[src/rtl/ibex_instr_bus_responder_pkg.sv]
// ---------------------------------------------------------------------------
// ibex_instr_bus_responder_pkg
//   Shared types for the instruction-bus responder and its response FIFO.
//   instr_resp_t : one fetch response as returned to the core
//                  (rdata, err).
//   ptr_width()  : index width for a storage array of a given depth. It
//                  never returns less than 1, so a depth-1 FIFO still gets
//                  a legal pointer.
// ---------------------------------------------------------------------------
package ibex_instr_bus_responder_pkg;

    typedef struct packed {
        logic [31:0] rdata;
        logic        err;
    } instr_resp_t;

    function automatic int unsigned ptr_width(input int unsigned depth);
        return (depth > 1) ? $clog2(depth) : 1;
    endfunction

endpackage

[src/rtl/ibex_instr_bus_responder_resp_fifo.sv]
// ---------------------------------------------------------------------------
// ibex_instr_resp_fifo
//   Synchronous FIFO of instr_resp_t with a synchronous active-high reset.
//   Ports:
//     i_clk, i_rst     clock, synchronous active-high reset
//     i_push           write i_push_data this cycle
//     i_push_data      response to store
//     i_pop            drop the head entry this cycle (ignored when empty)
//     o_full, o_empty  occupancy flags
//     o_head           oldest entry (contents are undefined when empty)
//   A push and a pop in the same cycle are allowed when the FIFO is full.
// ---------------------------------------------------------------------------
module ibex_instr_resp_fifo
    import ibex_instr_bus_responder_pkg::*;
#(
    parameter int unsigned Depth = 2
) (
    input  logic        i_clk,
    input  logic        i_rst,
    input  logic        i_push,
    input  instr_resp_t i_push_data,
    input  logic        i_pop,
    output logic        o_full,
    output logic        o_empty,
    output instr_resp_t o_head
);

    localparam int unsigned PW = ptr_width(Depth);
    localparam int unsigned CW = $clog2(Depth + 1);

    instr_resp_t   r_mem [Depth];
    logic [PW-1:0] r_wr_ptr;
    logic [PW-1:0] r_rd_ptr;
    logic [CW-1:0] r_count;
    logic          w_do_push;
    logic          w_do_pop;

    assign o_full    = (r_count == CW'(Depth));
    assign o_empty   = (r_count == '0);
    assign o_head    = r_mem[r_rd_ptr];
    assign w_do_pop  = i_pop & ~o_empty;
    // A push into a full FIFO is only safe when the head leaves this cycle.
    assign w_do_push = i_push & (~o_full | w_do_pop);

    // Depth need not be a power of two, so the pointers wrap explicitly.
    function automatic logic [PW-1:0] next_ptr(input logic [PW-1:0] ptr);
        return (ptr == PW'(Depth - 1)) ? '0 : ptr + 1'b1;
    endfunction

    always_ff @(posedge i_clk) begin
        if (i_rst) begin
            r_wr_ptr <= '0;
            r_rd_ptr <= '0;
            r_count  <= '0;
        end else begin
            if (w_do_push) r_wr_ptr <= next_ptr(r_wr_ptr);
            if (w_do_pop)  r_rd_ptr <= next_ptr(r_rd_ptr);
            case ({w_do_push, w_do_pop})
                2'b10:   r_count <= r_count + 1'b1;
                2'b01:   r_count <= r_count - 1'b1;
                default: r_count <= r_count;
            endcase
        end
    end

    // Storage is not reset: entries are only read after being written.
    always_ff @(posedge i_clk) begin
        if (w_do_push) r_mem[r_wr_ptr] <= i_push_data;
    end

    a_no_overflow: assert property (@(posedge i_clk) disable iff (i_rst)
        !(i_push && o_full && !i_pop));

endmodule

[src/rtl/ibex_instr_bus_responder.sv]
// ---------------------------------------------------------------------------
// ibex_instr_bus_responder
//   Memory-side responder for the Ibex instruction fetch port. It grants
//   word-aligned fetches, reads a 1-cycle-latency single-port SRAM and
//   returns responses strictly in grant order. Addresses outside
//   [BaseAddr, BaseAddr + 4*MemWords) are answered with err=1, rdata=0.
//   Ports:
//     clk_i, rst_i       clock, synchronous active-high reset
//     instr_req_i        fetch request
//     instr_addr_i       byte address (bits [1:0] ignored)
//     instr_gnt_o        request accepted this cycle
//     instr_rvalid_o     single-cycle response pulse
//     instr_rdata_o      response data (0 when no response)
//     instr_err_o        response is a bus error (0 when no response)
//     resp_stall_i       hold responses in the FIFO while high
//     mem_req_o          SRAM read strobe
//     mem_addr_o         SRAM word index
//     mem_rdata_i        SRAM data, valid the cycle after mem_req_o
//
//   Handshake: a request transfers in every cycle where instr_req_i and
//   instr_gnt_o are both high. A response transfers in every cycle where
//   instr_rvalid_o is high; the core cannot push back. Flow control works
//   purely through the grant: at most MaxOutstanding requests may be granted
//   but not yet answered.
// ---------------------------------------------------------------------------
module ibex_instr_bus_responder
    import ibex_instr_bus_responder_pkg::*;
#(
    parameter int unsigned MemWords       = 1024,
    parameter logic [31:0] BaseAddr       = 32'h0000_0000,
    parameter int unsigned MaxOutstanding = 2
) (
    input  logic                        clk_i,
    input  logic                        rst_i,
    input  logic                        instr_req_i,
    input  logic [31:0]                 instr_addr_i,
    output logic                        instr_gnt_o,
    output logic                        instr_rvalid_o,
    output logic [31:0]                 instr_rdata_o,
    output logic                        instr_err_o,
    input  logic                        resp_stall_i,
    output logic                        mem_req_o,
    output logic [$clog2(MemWords)-1:0] mem_addr_o,
    input  logic [31:0]                 mem_rdata_i
);

    localparam int unsigned AW = $clog2(MemWords);
    localparam int unsigned CW = $clog2(MaxOutstanding + 1);
    // Window size in bytes, one bit wider so it cannot wrap to zero.
    localparam logic [32:0] LP_SPAN = 33'(MemWords) << 2;

    logic [31:0]   w_offset;
    logic          w_in_range;
    logic          w_gnt;
    logic [CW-1:0] r_outstanding;
    logic          r_inflight;
    logic          r_err_s1;
    instr_resp_t   w_s1;
    instr_resp_t   w_head;
    instr_resp_t   w_resp;
    logic          w_fifo_full;
    logic          w_fifo_empty;
    logic          w_push;
    logic          w_pop;
    logic          w_rvalid;

    // Addresses below BaseAddr wrap to large offsets and fail the check.
    assign w_offset   = instr_addr_i - BaseAddr;
    assign w_in_range = ({1'b0, w_offset} < LP_SPAN);

    assign w_gnt       = instr_req_i & ~rst_i & (r_outstanding < CW'(MaxOutstanding));
    assign instr_gnt_o = w_gnt;
    assign mem_req_o   = w_gnt & w_in_range;
    assign mem_addr_o  = w_offset[AW+1:2];

    // S1 holds the response for the request granted in the previous cycle.
    assign w_s1.rdata = r_err_s1 ? 32'h0 : mem_rdata_i;
    assign w_s1.err   = r_err_s1;

    // The FIFO head is always older than S1. S1 bypasses only when nothing is
    // queued and responses are not stalled; otherwise it queues behind the head.
    always_comb begin
        w_push   = 1'b0;
        w_pop    = 1'b0;
        w_rvalid = 1'b0;
        w_resp   = '0;
        if (!rst_i) begin
            if (!w_fifo_empty) begin
                w_push = r_inflight;
                if (!resp_stall_i) begin
                    w_pop    = 1'b1;
                    w_rvalid = 1'b1;
                    w_resp   = w_head;
                end
            end else if (r_inflight) begin
                if (resp_stall_i) begin
                    w_push = 1'b1;
                end else begin
                    w_rvalid = 1'b1;
                    w_resp   = w_s1;
                end
            end
        end
    end

    assign instr_rvalid_o = w_rvalid;
    assign instr_rdata_o  = w_resp.rdata;
    assign instr_err_o    = w_resp.err;

    always_ff @(posedge clk_i) begin
        if (rst_i) begin
            r_outstanding <= '0;
            r_inflight    <= 1'b0;
            r_err_s1      <= 1'b0;
        end else begin
            r_inflight <= w_gnt;
            r_err_s1   <= w_gnt & ~w_in_range;
            case ({w_gnt, w_rvalid})
                2'b10:   r_outstanding <= r_outstanding + 1'b1;
                2'b01:   r_outstanding <= r_outstanding - 1'b1;
                default: r_outstanding <= r_outstanding;
            endcase
        end
    end

    // Every granted-but-unanswered request is either in S1 or in the FIFO,
    // so a FIFO of depth MaxOutstanding can never overflow.
    ibex_instr_resp_fifo #(
        .Depth(MaxOutstanding)
    ) u_resp_fifo (
        .i_clk      (clk_i),
        .i_rst      (rst_i),
        .i_push     (w_push),
        .i_push_data(w_s1),
        .i_pop      (w_pop),
        .o_full     (w_fifo_full),
        .o_empty    (w_fifo_empty),
        .o_head     (w_head)
    );

    a_rvalid_needs_outstanding: assert property (@(posedge clk_i) disable iff (rst_i)
        w_rvalid |-> (r_outstanding != '0));
    a_outstanding_bound: assert property (@(posedge clk_i) disable iff (rst_i)
        r_outstanding <= CW'(MaxOutstanding));
    a_fifo_push_ok: assert property (@(posedge clk_i) disable iff (rst_i)
        !(w_push && w_fifo_full && !w_pop));

endmodule

[config.mk]
export PLATFORM = sky130hd
export DESIGN_NAME = ibex_instr_bus_responder
export DESIGN_NICKNAME = d
export VERILOG_FILES = /design/src/rtl/ibex_instr_bus_responder_pkg.sv /design/src/rtl/ibex_instr_bus_responder_resp_fifo.sv /design/src/rtl/ibex_instr_bus_responder.sv
export SDC_FILE = /design/constraint.sdc
export NUM_CORES = 1
export LEC_CHECK = 0
export CAP_MARGIN = 20
export CORE_AREA = 2 2 99 82
export CTS_CLUSTER_SIZE = 25
export DETAILED_ROUTE_END_ITERATION = 7
export DIE_AREA = 0 0 101 84
export MAX_ROUTING_LAYER = met4
export PLACE_DENSITY = 0.82
export SLEW_MARGIN = 20
export SYNTH_ARGS = -nofsm -noshare
export SYNTH_HDL_FRONTEND = slang
export SYNTH_SLANG_ARGS = --single-unit
[constraint.sdc]
create_clock -name clk_i -period 9.1 [get_ports clk_i]
set_input_delay 1.82 -clock clk_i [delete_from_list [all_inputs] [get_ports clk_i]]
set_output_delay 1.82 -clock clk_i [all_outputs]
set_load 0.005 [all_outputs]
# == Word level (Yosys, flattened, before mapping) ==
# Memories as Yosys holds them, arrays and structs flattened. A register that Yosys moved wholly into a read port is not among the register bits.
# Index checks and enable logic that the tools add are counted.
# classes
n_eq_ne,5
reduce_logical,3
n_mux,24
n_addsub,6
order_cmp,2
n_bitwise,11
# ops
operator,n
33-bit 2-to-1 mux,5
32-bit by 13-bit < comparator with 1-bit output (second input constant),1
32-bit 2-to-1 mux,1
1-bit 2-to-1 mux,16
2-bit case mux with 2 select lines,2
1-bit bitwise AND,6
2-bit == test (second input constant),3
2-bit by 1-bit adder with 2-bit output (second input constant),2
2-bit by 1-bit == test with 1-bit output (second input constant),2
1-bit NOT,4
2-bit nonzero test,2
2-bit by 1-bit subtractor with 2-bit output (second input constant),2
1-bit adder (second input constant),2
2-bit logical NOT,1
2-bit < comparator (second input constant),1
1-bit OR,1
# word_totals
ramBits,66
in_bits,68
n_memories,1
regBits,8
word_cells,58
out_inout_bits,46
# mem_list
name,words,width,rd,rd_clocked_by_memory_dff,wr,line,rtl
u_resp_fifo.r_mem,2,33,1,1,1,ibex_instr_bus_responder_resp_fifo.sv:31,instr_resp_t r_mem [Depth];

# == Logic depth before layout (Yosys ltp) ==
# logic_depth
depth_word,8
ltp_mapped,7
ltp_nobuf,6

# == Hierarchy ==
# A second synthesis with hierarchy kept.
# hier_totals
hier_cells,249
area_unflattened_um2,3523.4
# modules_own_cells
mod,n_inst,cells_per_inst,area_per_inst_um2
ibex_instr_resp_fifo,1,133,2627.5
ibex_instr_bus_responder,1,116,895.9

# == Worst setup path before layout ==
# No wires, ideal clock.
# synth_timing
kind,input -> register
startpoint,in resp_stall_i
endpoint,"mem u_resp_fifo.r_mem[1][0] (netlist bit), enable pin"
path_stages,4
required_ns,8.629
setup_slack_ns,3.919
arrival_ns,4.710
cell_sequence,buf_4 xor2_1 o21ai_2 nor3b_1
# synth_via
elab_chain_len,8
elab_cells_between_ends,12
cone_classes,mux (9); bitwise (3)
# synth_lines
item,line,rtl
start: declaration,ibex_instr_bus_responder.sv:41,"input logic resp_stall_i,"
1-bit 2-to-1 mux,ibex_instr_bus_responder.sv:90,if (!resp_stall_i) begin
1-bit 2-to-1 mux,ibex_instr_bus_responder.sv:88,if (!w_fifo_empty) begin
1-bit 2-to-1 mux,ibex_instr_bus_responder.sv:87,if (!rst_i) begin
1-bit bitwise AND,ibex_instr_bus_responder_resp_fifo.sv:41,assign w_do_pop = i_pop & ~o_empty;
1-bit OR,ibex_instr_bus_responder_resp_fifo.sv:43,assign w_do_push = i_push & (~o_full | w_do_pop);
1-bit bitwise AND *,ibex_instr_bus_responder_resp_fifo.sv:43,
1-bit 2-to-1 mux *,ibex_instr_bus_responder_resp_fifo.sv:68,if (w_do_push) r_mem[r_wr_ptr] <= i_push_data;
1-bit 2-to-1 mux (implied by the code) *,ibex_instr_bus_responder_resp_fifo.sv:68,
end: declaration,ibex_instr_bus_responder_resp_fifo.sv:31,
# Mark *: on every way between the ends. The rest lies on a longest branch, timed or not.

# == Worst setup path after layout ==
# layout_timing
startpoint,in rst_i
endpoint,out instr_rdata_o[0]
# layout_via
elab_chain_len,1
# layout_lines
item,line,rtl
start: declaration,ibex_instr_bus_responder.sv:34,"input logic rst_i,"
33-bit 2-to-1 mux,ibex_instr_bus_responder.sv:87,
end: declaration,ibex_instr_bus_responder.sv:39,"output logic [31:0] instr_rdata_o,"
# No other way between the ends.

==> qor.csv <==
metric,value,unit
core.rowCount,29,
grtUsageTotal,18.8,%
grt_max_degree,68,
p_leak,1.61,nW
power_switching_share,23.6,%
cts_tree,done,
pwr_density_cell,155,nW/um^2
start_kind,input port,
final_hold_viol_count,0,
finalWirelength,7360,um
worst_ir_drop_vdd,0.0982,mV
period_share,66.2,%
status,"finished, final reports clean",
cp-end-kind,primary output,
drv_slew,0,
relSlewSlack,28.5,%
clk_pin_slew_worst_paths,0.08,ns
switching_power,0.000172,W
tightest_slew,1.07,ns
synthArstFlopShare,0,%
grt_pass1_wl,12100,um
fin_nets,427,
syn_nets,352,
ant_nets,0,
first_iter_violations,149,
setup_tns,0,ns
synth_edf_count,66,
multi_input_area,1150,sq um
areaGrowthSynthToFinish,29.7,%
period_needed,6.03,ns
report.final.setup_viol,0,
post_cts_resized,0,
rsz0062_at_grt,false,
via_per_inst,5.42,
r2r_slack,7.38,ns
dpl-instance-area,4520,sq um
fillers,636,
die_y,84,um
gp_congestion,0.715,
yosys_warnings,0,
required,7.28,ns
dp_hpwl,4790,um
synthCells,283,
cts_hold_buf,0,
max_freq,166,MHz
drc_errors,0,
diodes,0,
cts_buffer_depth,2,
p_seq_share,53.6,%
grt_pass1_vias,2614,
cts_buffers,9,
grt_overflow_total,0,
fp.coreArea,7620,sq um
worstPathArrival,4.21,ns
port_buffers,91,
holdWs,0.511,ns
cts_sinks,75,
ys_seq_area_share,59.5,%
pre_cts_ws,3.09,ns
final_cell_area,4720,sq um
final_common_cell,clkdlybuf4s50_1,
comb_power_share,11.2,%
root_buffer,clkbuf_8,
grt_antenna_before_repair,0,
pwr-share-clk,35.2,%
syn_area,3630,sq um
drv_cap,0,
syn_area_per_cell,12.8,sq um
worstSetupPathType,input port to primary output,
hold_path.class,flop to flop,
wl_per_cell,16.1,um
ys_ff_latch,75,
utilization,61.9,%
die_w,101,um
path_max_fanout,33,
via_count,2471,
start_util,47.7,%
clk_latency,0.35,ns
drive_above_1_share,11.8,%
layout.cells.most_common_list,"clkdlybuf4s50_1 (91), edfxtp_1 (66), nor2_1 (36), inv_1 (36), mux2i_1 (33)",
worst_slack,3.07,ns
htreeDepth,3,
finalClockSkew,0.0123,ns
cts_setup_buffers,0,
intPower,0.000557,W
firstDrtPassIters,4,
die_area,8480,sq um
seq_area,2160,sq um
pin_count,114,
ys.flop_type,edfxtp_1,
ys_types,37,
-- state kept, by name, summed over array words and instances (netlist names), named ones only --
| signal | count |
|---|---|
| r_inflight | 1 |
| u_resp_fifo.r_mem | 66 |
| u_resp_fifo.r_rd_ptr | 1 |
| u_resp_fifo.r_wr_ptr | 1 |
| u_resp_fifo.r_count | 2 |
| r_err_s1 | 1 |
| r_outstanding | 2 |
-- per-layer routing --
metal  up-vias  GRT usage [%]  routed length (um)
met2        73           31.8                3760
li1       1189              -                   -
met5         -              -                   0
met4         0           5.53                  74
met1      1199           22.2                3170
met3        10           4.52                 357
-- power by group through the flow --
stage	logic, W	registers (W)	clock network (W)
after floorplan	0.0000491	0.000393	0
after global placement	0.0000785	0.000398	0
after detailed placement	0.0000817	0.000399	0
after CTS	0.0000822	0.000391	0.000262
after global routing	0.0000896	0.000392	0.000274
final	0.0000815	0.000391	0.000256
-- synthesized netlist by cell type, types with 3 or more instances --
| library cell | count | area share (%) |
|---|---|---|
| nor4_1 | 3 | 0.52 |
| inv_1 | 36 | 3.7 |
| o32ai_2 | 9 | 4.0 |
| dfxtp_1 | 9 | 5.0 |
| edfxtp_1 | 66 | 55 |
| buf_2 | 10 | 1.4 |
| a21oi_1 | 4 | 0.55 |
| clkbuf_1 | 3 | 0.31 |
| nor2_1 | 36 | 3.7 |
| buf_1 | 3 | 0.31 |
| o32ai_1 | 23 | 5.5 |
| buf_6 | 3 | 0.93 |
| o21ai_0 | 3 | 0.41 |
| buf_4 | 13 | 2.7 |
| mux2i_1 | 33 | 9.1 |
-- final timing paths --
check / cells past startpoint / endpoint / from
setup / recovery: 5 / instr_rdata_o[0] / rst_i
hold / removal: 2 / r_outstanding[1] / r_outstanding[1]
setup reg to reg: 4 / u_resp_fifo.r_mem[1][21] / u_resp_fifo.r_count[1]
hold reg to reg: 2 / r_outstanding[1] / r_outstanding[1]
-- metrics by stage --
| stage | power [W] | cells |
|---|---|---|
| 6_report | 0.000729 | 456 |
| 5_1_grt | 0.000756 | 456 |
| 4_1_cts | 0.000735 | 456 |
| 3_5_place_dp | 0.000481 | 440 |
| 3_3_place_gp | 0.000477 | 440 |
| 2_1_floorplan | 0.000443 | 283 |
-- worst max-delay path, cell delays in order --
cell	delay [ns]
clkdlybuf4s50_1	0.70
nor2_8	0.25
nand3_4	0.40
o32ai_1	0.44
clkdlybuf4s50_1	0.59
-- cells by family after synthesis --
family	synth area share, %
xor+xnor	0.964
fa+ha+maj	0.344
simple gates	8.12
mux	9.40
buf+inv	9.33
compound gates	12.4
flops	59.5
-- layout make-up --
| type | instances | area share [%] |
|---|---|---|
| sequential | 75 | 45.9 |
| timing repair buffer | 96 | 20.1 |
| clock inverter | 7 | 1.62 |
| multi-input combinational | 140 | 24.4 |
| clock buffer | 9 | 2.63 |
| tap | 93 | 2.47 |
| inverter | 36 | 2.87 |
Power figures use the tool's default switching activity.
